==> src/rtl/alu_share_arbiter_if.sv <==
// ---------------------------------------------------------------------------
// alu_share_arbiter_if
// Purpose: request/response bundle between two requesters and the ALU
//          share arbiter. Index [i] of every vector belongs to requester i.
// Signals:
//   req_valid/req_ready  per-requester op handshake
//   req_in1/req_in2      operands, WIDTH bits each
//   req_func             ALU function code, FUNC_W bits
//   req_lock             hold ownership after this op (lock build only)
//   rsp_valid/rsp_ready  per-requester result handshake
//   rsp_data             registered result, WIDTH bits
// Modports:
//   master  requester side (drives requests, consumes results)
//   slave   arbiter side
// ---------------------------------------------------------------------------
interface alu_share_arbiter_if #(
  parameter int unsigned WIDTH  = 32,
  parameter int unsigned FUNC_W = 4
);
  logic [1:0]             req_valid;
  logic [1:0]             req_ready;
  logic [1:0][WIDTH-1:0]  req_in1;
  logic [1:0][WIDTH-1:0]  req_in2;
  logic [1:0][FUNC_W-1:0] req_func;
  logic [1:0]             req_lock;
  logic [1:0]             rsp_valid;
  logic [1:0]             rsp_ready;
  logic [1:0][WIDTH-1:0]  rsp_data;

  modport master (
    output req_valid, req_in1, req_in2, req_func, req_lock, rsp_ready,
    input  req_ready, rsp_valid, rsp_data
  );

  modport slave (
    input  req_valid, req_in1, req_in2, req_func, req_lock, rsp_ready,
    output req_ready, rsp_valid, rsp_data
  );
endinterface

==> src/rtl/alu_share_arbiter.sv <==
// ---------------------------------------------------------------------------
// alu_share_arbiter
// Purpose: shares one external combinational ALU between two requesters with
//          round-robin arbitration, a valid/ready handshake per requester and
//          a registered result per requester (latency 1).
// Ports:
//   clk, rst_n   clock (rising edge), asynchronous active-low reset
//   bus          alu_share_arbiter_if.slave request/response bundle
//   alu_in1/2    operands to the ALU (zero when no grant)
//   alu_func     function code to the ALU (zero when no grant, never decoded)
//   alu_out      ALU result, captured into the granted requester's rsp_data
//   gnt_id       requester granted this cycle (meaningful when alu_busy)
//   alu_busy     a grant is issued this cycle
// Configuration:
//   ALU_ARB_LOCK_EN  when defined, req_lock lets a requester keep the ALU
//                    for back-to-back ops; otherwise pure round-robin.
// ---------------------------------------------------------------------------
module alu_share_arbiter #(
  parameter int unsigned WIDTH  = 32,
  parameter int unsigned FUNC_W = 4
) (
  input  logic                clk,
  input  logic                rst_n,
  alu_share_arbiter_if.slave  bus,
  output logic [WIDTH-1:0]    alu_in1,
  output logic [WIDTH-1:0]    alu_in2,
  output logic [FUNC_W-1:0]   alu_func,
  input  logic [WIDTH-1:0]    alu_out,
  output logic                gnt_id,
  output logic                alu_busy
);

  localparam int unsigned NREQ = 2;

  logic [NREQ-1:0] lock_mask_c;
  logic [NREQ-1:0] eligible_c;
  logic [NREQ-1:0] grant_c;
  logic            last_gnt;

`ifdef ALU_ARB_LOCK_EN
  // Lock ownership register: which requester currently holds the ALU.
  localparam logic [1:0] LOCK_NONE = 2'b00;
  localparam logic [1:0] LOCK_REQ0 = 2'b01;
  localparam logic [1:0] LOCK_REQ1 = 2'b10;

  logic [1:0] lock_q;
  logic [1:0] lock_d;

  always_ff @(posedge clk or negedge rst_n) begin
    if (!rst_n) begin
      lock_q <= LOCK_NONE;
    end else begin
      lock_q <= lock_d;
    end
  end

  // The lock only masks the other requester while the owner is presenting;
  // an owner that drops req_valid gives the ALU up in that same cycle.
  always_comb begin
    lock_mask_c = 2'b11;
    if (lock_q == LOCK_REQ0 && bus.req_valid[0]) begin
      lock_mask_c = 2'b01;
    end else if (lock_q == LOCK_REQ1 && bus.req_valid[1]) begin
      lock_mask_c = 2'b10;
    end
  end

  // Next lock owner: any transfer re-decides from its req_lock; otherwise
  // release when the owner is not presenting.
  always_comb begin
    lock_d = lock_q;
    if (alu_busy) begin
      if (bus.req_lock[gnt_id]) begin
        lock_d = gnt_id ? LOCK_REQ1 : LOCK_REQ0;
      end else begin
        lock_d = LOCK_NONE;
      end
    end else begin
      case (lock_q)
        LOCK_REQ0: if (!bus.req_valid[0]) lock_d = LOCK_NONE;
        LOCK_REQ1: if (!bus.req_valid[1]) lock_d = LOCK_NONE;
        default:   lock_d = LOCK_NONE;
      endcase
    end
  end
`else
  // No lock state: req_lock is deliberately ignored.
  logic unused_req_lock;
  assign unused_req_lock = ^bus.req_lock;
  assign lock_mask_c     = 2'b11;
`endif

  // A requester may be served only if its result slot is free or draining.
  assign eligible_c = bus.req_valid & (~bus.rsp_valid | bus.rsp_ready) & lock_mask_c;

  // Round-robin grant; held off entirely while reset is asserted so the
  // ALU operands read zero immediately.
  always_comb begin
    grant_c = '0;
    if (rst_n) begin
      case (eligible_c)
        2'b01:   grant_c = 2'b01;
        2'b10:   grant_c = 2'b10;
        2'b11:   grant_c = last_gnt ? 2'b01 : 2'b10;
        default: grant_c = 2'b00;
      endcase
    end
  end

  assign bus.req_ready = grant_c;
  assign gnt_id        = grant_c[1];
  assign alu_busy      = |grant_c;

  // Operand mux towards the ALU; zero when idle.
  always_comb begin
    alu_in1  = '0;
    alu_in2  = '0;
    alu_func = '0;
    if (grant_c[0]) begin
      alu_in1  = bus.req_in1[0];
      alu_in2  = bus.req_in2[0];
      alu_func = bus.req_func[0];
    end else if (grant_c[1]) begin
      alu_in1  = bus.req_in1[1];
      alu_in2  = bus.req_in2[1];
      alu_func = bus.req_func[1];
    end
  end

  // Round-robin pointer: remembers the most recent winner.
  always_ff @(posedge clk or negedge rst_n) begin
    if (!rst_n) begin
      last_gnt <= 1'b1;
    end else if (alu_busy) begin
      last_gnt <= gnt_id;
    end
  end

  // Result registers: capture on transfer, clear on drain without refill.
  always_ff @(posedge clk or negedge rst_n) begin
    if (!rst_n) begin
      bus.rsp_valid <= '0;
      bus.rsp_data  <= '0;
    end else begin
      for (int i = 0; i < int'(NREQ); i++) begin
        if (grant_c[i]) begin
          bus.rsp_valid[i] <= 1'b1;
          bus.rsp_data[i]  <= alu_out;
        end else if (bus.rsp_ready[i]) begin
          bus.rsp_valid[i] <= 1'b0;
        end
      end
    end
  end

  // Invariants: a single grant, and a held result is never overwritten.
  a_onehot_grant: assert property (@(posedge clk) disable iff (!rst_n)
    $onehot0(grant_c));
  a_no_overwrite0: assert property (@(posedge clk) disable iff (!rst_n)
    (bus.rsp_valid[0] && !bus.rsp_ready[0]) |-> !grant_c[0]);
  a_no_overwrite1: assert property (@(posedge clk) disable iff (!rst_n)
    (bus.rsp_valid[1] && !bus.rsp_ready[1]) |-> !grant_c[1]);

endmodule

==> src/flat_wrapper.sv <==
// flat-port wrapper written by rule: the top's interface ports become plain ports
module alu_share_arbiter_flat 
#(
  parameter int unsigned WIDTH  = 32,
  parameter int unsigned FUNC_W = 4
)
  (clk, rst_n, alu_in1, alu_in2, alu_func, alu_out, gnt_id, alu_busy, bus_req_valid, bus_req_in1, bus_req_in2, bus_req_func, bus_req_lock, bus_rsp_ready, bus_req_ready, bus_rsp_valid, bus_rsp_data);
  alu_share_arbiter_if #(.WIDTH(WIDTH), .FUNC_W(FUNC_W)) bus_i ();
  input  logic clk;
  input  logic rst_n;
  output logic [WIDTH-1:0] alu_in1;
  output logic [WIDTH-1:0] alu_in2;
  output logic [FUNC_W-1:0] alu_func;
  input  logic [WIDTH-1:0] alu_out;
  output logic gnt_id;
  output logic alu_busy;
  input wire logic [$bits(bus_i.req_valid)-1:0] bus_req_valid;
  input wire logic [$bits(bus_i.req_in1)-1:0] bus_req_in1;
  input wire logic [$bits(bus_i.req_in2)-1:0] bus_req_in2;
  input wire logic [$bits(bus_i.req_func)-1:0] bus_req_func;
  input wire logic [$bits(bus_i.req_lock)-1:0] bus_req_lock;
  input wire logic [$bits(bus_i.rsp_ready)-1:0] bus_rsp_ready;
  output wire logic [$bits(bus_i.req_ready)-1:0] bus_req_ready;
  output wire logic [$bits(bus_i.rsp_valid)-1:0] bus_rsp_valid;
  output wire logic [$bits(bus_i.rsp_data)-1:0] bus_rsp_data;
  assign bus_i.req_valid = bus_req_valid;
  assign bus_i.req_in1 = bus_req_in1;
  assign bus_i.req_in2 = bus_req_in2;
  assign bus_i.req_func = bus_req_func;
  assign bus_i.req_lock = bus_req_lock;
  assign bus_i.rsp_ready = bus_rsp_ready;
  assign bus_req_ready = bus_i.req_ready;
  assign bus_rsp_valid = bus_i.rsp_valid;
  assign bus_rsp_data = bus_i.rsp_data;
  alu_share_arbiter #(.WIDTH(WIDTH), .FUNC_W(FUNC_W)) u_core (.clk(clk), .rst_n(rst_n), .bus(bus_i), .alu_in1(alu_in1), .alu_in2(alu_in2), .alu_func(alu_func), .alu_out(alu_out), .gnt_id(gnt_id), .alu_busy(alu_busy));
endmodule
==> config.mk <==
export PLATFORM = sky130hd
export DESIGN_NAME = alu_share_arbiter_flat
export DESIGN_NICKNAME = d
export VERILOG_FILES = /design/src/rtl/alu_share_arbiter_if.sv /design/src/rtl/alu_share_arbiter.sv /design/src/flat_wrapper.sv
export SDC_FILE = /design/constraint.sdc
export NUM_CORES = 1
export LEC_CHECK = 0
export ABC_CLOCK_PERIOD_IN_PS = 2000
export BUFFER_PORTS_ARGS = -buffer_cell sky130_fd_sc_hd__buf_2
export CORE_AREA = 2 2 123 125
export DETAILED_ROUTE_END_ITERATION = 12
export DIE_AREA = 0 0 125 127
export HOLD_SLACK_MARGIN = 0.08
export PLACE_DENSITY = 0.65
export SLEW_MARGIN = 40
export SYNTH_ARGS = -nofsm -noshare
export SYNTH_HDL_FRONTEND = slang
export SYNTH_SLANG_ARGS = --single-unit
==> constraint.sdc <==
create_clock -name clk -period 2 [get_ports clk]
set_input_delay 0.4 -clock clk [delete_from_list [all_inputs] [get_ports clk]]
set_output_delay 0.4 -clock clk [all_outputs]
set_load 0.02 [all_outputs]
# Word-level counts from Yosys, hierarchy flattened
# Index checks and enable logic that the tools add are counted.
# word_totals
regBits	67
out_inout_bits	138
# classes
eq_ne	3
mux	13
bitwise_logic	3
n_reduce_logical	3
# ops
operator	count
32-bit 2-to-1 mux	4
4-bit 2-to-1 mux	2
2-bit one-hot mux with 3 select lines	1
2-bit equality test, second input constant	2
1-bit 2-to-1 mux	4
2-bit 2-to-1 mux	2
2-bit nonzero test	2
2-bit bitwise AND	1
2-bit by 1-bit equality test with 1-bit output, second input constant	1
2-bit NOT	1
2-bit OR	1
2-bit OR reduction	1

# Logic depth before layout (Yosys ltp)
# logic_depth
depth_word	8
depth_mapped	6
mapped_depth_nobuf	3

# Worst setup path before layout
# Ideal clock, no wire load.
# synth_path
kind	reg-to-output
startpoint	register u_core.bus.rsp_valid[0]
endpoint	output alu_func[0]
arrival_time_ns	1.701
required_time_ns	1.600
slack_ns	-0.101
stages_incl_launch_ff	7
path_buffers	3
cell_sequence	dfrtp_1 > nor2b_1 > buf_4 > a211o_1 > buf_2 > buf_6 > o22ai_1
# synth_via
elab_chain_len	8
elab_cells_between_ends	10
classes_between	eq/ne: 3; mux: 4; bitwise: 3
# synth_lines
item	line	text
start, declared	alu_share_arbiter_if.sv:37	output req_ready, rsp_valid, rsp_data
start signal, assigned	alu_share_arbiter.sv:142	bus.rsp_valid <= '0;
start signal, assigned by index	alu_share_arbiter.sv:147	bus.rsp_valid[i] <= 1'b1;
start signal, assigned by index	alu_share_arbiter.sv:150	bus.rsp_valid[i] <= 1'b0;
2-bit NOT (*)	alu_share_arbiter.sv:94	assign eligible_c = bus.req_valid & (~bus.rsp_valid | bus.rsp_ready) & lock_mask_c;
2-bit OR (*)	alu_share_arbiter.sv:94	
2-bit bitwise AND (*)	alu_share_arbiter.sv:94	
2-bit equality test or 2-bit by 1-bit equality test with 1-bit output (tied branches)	alu_share_arbiter.sv:101	case (eligible_c)
2-bit one-hot mux with 3 select lines (*)	alu_share_arbiter.sv:101	
2-bit 2-to-1 mux (*)	alu_share_arbiter.sv:100	if (rst_n) begin
4-bit 2-to-1 mux	alu_share_arbiter.sv:123	end else if (grant_c[1]) begin
4-bit 2-to-1 mux (*)	alu_share_arbiter.sv:119	if (grant_c[0]) begin
end, declared	flat_wrapper.sv:13	output logic [FUNC_W-1:0] alu_func;
# Mark *: on every way between the ends. The rest lies on a longest branch, timed or not.

# Final worst setup path
# layout_path
startpoint	register u_core.last_gnt
endpoint	output alu_in2[21]
# layout_via
elab_chain_len	5
# layout_lines
item	line	text
start, declared	alu_share_arbiter.sv:38	logic last_gnt;
start signal, assigned	alu_share_arbiter.sv:135	last_gnt <= gnt_id;
2-bit 2-to-1 mux (*)	alu_share_arbiter.sv:104	2'b11: grant_c = last_gnt ? 2'b01 : 2'b10;
2-bit one-hot mux with 3 select lines (*)	alu_share_arbiter.sv:101	
2-bit 2-to-1 mux (*)	alu_share_arbiter.sv:100	
32-bit 2-to-1 mux	alu_share_arbiter.sv:123	
32-bit 2-to-1 mux (*)	alu_share_arbiter.sv:119	
end, declared	flat_wrapper.sv:12	output logic [WIDTH-1:0] alu_in2;
# Marks and branches as above.

==> reports/summary.txt <==
SETUP PATH
------------------------------------------------------------------------------------
Element type at the critical path start                                     register
Startpoint of the worst-slack reg-to-reg timing path                    u_core.last_gnt$_DFFE_PN1P_
Sort of element at the end of the critical path                          output port
Required time at the endpoint of the critical path                           1.60 ns
Path type of the worst setup path                                            reg2out
Crit Path Max Fanout                                                              10
Capture instance of the worst register-to-register path                 u_core.bus.rsp_data[54]$_DFFE_PN0P_
Critical path arrival                                                        1.96 ns
Register-to-register setup slack                                             0.09 ns
Worst Reg-to-Reg Cells                                                             7

DIE
------------------------------------------------------------------------------------
Die height                                                                    127 um
Floorplan die area                                                         15900 um2
IO Pins                                                                          314
Initial Utilization                                                            0.257
Die Width                                                                     125 um
Std-Cell Core Area                                                         14400 um2
Standard-cell rows                                                                44

STA
------------------------------------------------------------------------------------
Top achievable clock speed                                                 0.424 GHz
Final clock period utilization by the worst path                                1.18
Number of endpoints failing setup at the final stage                              70
Post-layout min period                                                       2.36 ns
Setup TNS after final layout                                               -21.42 ns
Worst Skew                                                                0.00622 ns
Transition time at the pin with the least slew margin                       0.338 ns
Worst path setup slack after routing                                       -0.361 ns
Worst relative slew slack                                                      0.775
Unrepaired setup endpoints after global routing                                 true
Count of final max-slew check failures                                             0
Final count of hold timing violations                                              0

PLACE
------------------------------------------------------------------------------------
Weighted congestion at the end of routability-driven global placement          0.833
Post-Place Worst Slack                                                     -0.139 ns
Post-detailed-placement half-perimeter wirelength                            10.9 mm
Port Buf Inserts                                                                 311
Number of cells after detailed placement                                         889

CELLS AND AREA
------------------------------------------------------------------------------------
Area of the multi-input gates                                               2410 um2
Layout overhead on the synthesized area                                         101%
Footprint of the flip-flops and latches                                     1680 um2
Inserted Diodes                                                                    0
Count of filler cells inserted in the layout                                    1283
Final cell utilization of the core                                             0.518
Final Net Count                                                                  914
Fin cells                                                                        926
Layout cells sized above 1                                                     0.699

RUN STATUS
------------------------------------------------------------------------------------
Outcome                                                                 finished, violations left
Violations in the final reports                                         negative setup slack

GLOBAL ROUTE
------------------------------------------------------------------------------------
Pin count of the biggest net entering global routing                              48
GRT Total Usage                                                                0.182
Number of antenna violations at the first check in global routing                  1
Global-route wire length before repair                                       23.3 mm
Vias in the first global route                                                  4315
Congestion Overflow GR                                                             0
Global-route track usage on met1                                               0.227
GR Layer Usage met2                                                            0.306
Busiest layer in global routing                                                 met2
Fraction of met3 tracks used by global routing                                0.0637

YOSYS
------------------------------------------------------------------------------------
Warning count from the yosys run                                                   0
Post-Syn Instances                                                               391
Synth Net Count                                                                  567
Fraction of synthesized cell area taken by the top area cell type              0.445
Netlist area before placement                                               3710 um2
Largest area contributor in the synthesized netlist                     sky130_fd_sc_hd__dfrtp_1
Avg Cell Area, Syn                                                          9.48 um2
Number of synthesized flops with an enable pin                                     0
Sequential fraction of the synthesis area                                      0.452
Synth unique cells                                                                21
Top FF cell, synth                                                      sky130_fd_sc_hd__dfrtp_1
Total of flip-flops plus latches after synthesis                                  67
Biggest area contributors in the synthesized netlist                    sky130_fd_sc_hd__dfrtp_1 (45%), sky130_fd_sc_hd__mux2_2 (15%), sky130_fd_sc_hd__nand2_1 (14%), sky130_fd_sc_hd__o22ai_1 (11%), sky130_fd_sc_hd__mux2_4 (4.0%)
Fraction of synthesis flops using an asynchronous set or reset pin              1.00

CLOCK NETWORK
------------------------------------------------------------------------------------
Clock root buffer                                                       sky130_fd_sc_hd__clkbuf_16
Number of levels in the clock H-tree                                               3
Number of buffers added by the clock tree synthesis step                           9
Clock network latency to the later pin of the worst-skew pair                0.32 ns
Clock sink count                                                                  67
Clock tree from TritonCTS                                                      built
Bufs on Longest Clock Path                                                         2
Clock slew seen by the registers of the worst setup and hold paths           0.05 ns

DRT
------------------------------------------------------------------------------------
DRC violation count after routing                                                  0
Average via count per standard cell                                             4.77
Number of iterations in the first detailed-routing pass                            4
Total via count after detailed routing                                          4417
Detailed router's first-iteration violation count                                221
Post-detailed-routing wire length                                            16.4 mm
Number of nets with antenna violations after routing                               0
Average routed wire per standard cell                                        17.7 um

POWER AND IR DROP
------------------------------------------------------------------------------------
Tot Pwr                                                                    0.00644 W
Pwr/cell area                                                             862 nW/um2
Leakage                                                                      3.59 nW
IR Drop Worst-Case VDD                                                      0.530 mV

MIN PATH
------------------------------------------------------------------------------------
Worst min-delay path category                                               in2async

RUN
------------------------------------------------------------------------------------
Count of max-cap constraint violations                                             0

[per-layer routing]
metal	up-vias	part of all wire
met5	-	0.00079
met4	2	0.021
met2	210	0.50
met1	2093	0.39
li1	2072	-
met3	40	0.085
[state kept, by name (all words and copies together) (netlist names)]
signal and cells:
u_core.bus.rsp_valid 2, u_core.last_gnt 1, u_core.bus.rsp_data 64
[per-stage QoR]
step	cell area, um2	hold WS [ns]
floorplan	3910	0.104
global placement	6010	0.223
detailed placement	6010	0.223
CTS	6980	0.295
global route	7470	0.0827
finish	7470	0.0765
[worst max path at each step]
stage	start	endpoint	slack, ns	cells past startpoint
after CTS	u_core.last_gnt$_DFFE_PN1P_	alu_in2[27]	-0.35	5
after floorplan	u_core.bus.rsp_valid[0]$_DFFE_PN0P_	alu_func[0]	-0.10	6
after detailed placement	bus_req_valid[1]	alu_in1[26]	-0.14	7
final	u_core.last_gnt$_DFFE_PN1P_	alu_in2[21]	-0.36	6
after global placement	bus_req_valid[1]	alu_in1[8]	-0.13	6
after global routing	u_core.last_gnt$_DFFE_PN1P_	alu_in2[3]	-0.40	6
[layout make-up]
type                            count  share of cell area
Timing Repair Buffer              374               0.387
Inverter                            2             0.00100
Tap cell                          184              0.0308
Clock buffer                       10              0.0306
Multi-Input combinational cell    284               0.322
Clock inverter                      5             0.00419
Sequential cell                    67               0.225
[synthesized netlist by cell type (2+ instances only)]
cell / count
sky130_fd_sc_hd__dfrtp_1: 66
sky130_fd_sc_hd__buf_4: 5
sky130_fd_sc_hd__o22ai_1: 68
sky130_fd_sc_hd__inv_1: 2
sky130_fd_sc_hd__o211ai_2: 2
sky130_fd_sc_hd__clkbuf_1: 20
sky130_fd_sc_hd__mux2_2: 50
sky130_fd_sc_hd__o21ai_0: 3
sky130_fd_sc_hd__nand2_1: 140
sky130_fd_sc_hd__buf_6: 6
sky130_fd_sc_hd__buf_2: 6
sky130_fd_sc_hd__nor2b_1: 2
sky130_fd_sc_hd__mux2_1: 4
sky130_fd_sc_hd__mux2_4: 10
[kinds of logic after synthesis]
group                  Yosys count  synth area share
AND/OR/NAND/NOR                145             0.150
AO/OA/AOI/OAI                   75             0.133
flip-flops                      67             0.452
multiplexers                    64             0.204
buffers and inverters           40            0.0597
[critical path: stages (launching register included)]
cell and delay (ns):
sky130_fd_sc_hd__dfstp_2 0.54, sky130_fd_sc_hd__nor2b_2 0.05, sky130_fd_sc_hd__a211o_4 0.37, sky130_fd_sc_hd__buf_4 0.16
sky130_fd_sc_hd__buf_16 0.16, sky130_fd_sc_hd__o22ai_2 0.20, sky130_fd_sc_hd__buf_6 0.15
[report_power, final]
group	switching [W]	leakage, nW	internal, W
clock network	0.000549	0.128	0.000826
registers	0.000184	0.787	0.00174
logic	0.00165	2.67	0.00150
total	0.00238	3.59	0.00406
[timing repair]
action / CTS / global route
hold endpoints to repair: 11 / 0
hold buffers: 2 / 0
pin swaps: 9 / 5
setup buffers: 6 / 6
resized for setup: 146 / 63
cloned: 4 / 6
endpoints found under the setup margin: 71 / 108
[cells in the final DEF, fill, tap and decap left out, drive strengths merged, types with 2 or more instances in the layout]
master / synthesis / layout
buf: 18 / 368
inv: 2 / 2
clkbuf: 20 / 14
nor2b: 2 / 2
o22ai: 68 / 68
nand2: 140 / 140
mux2: 64 / 64
dfrtp: 66 / 66
o211ai: 2 / 2
clkinv: 0 / 4
o21ai: 3 / 3
No activity file was read; power rests on OpenSTA's default activity.
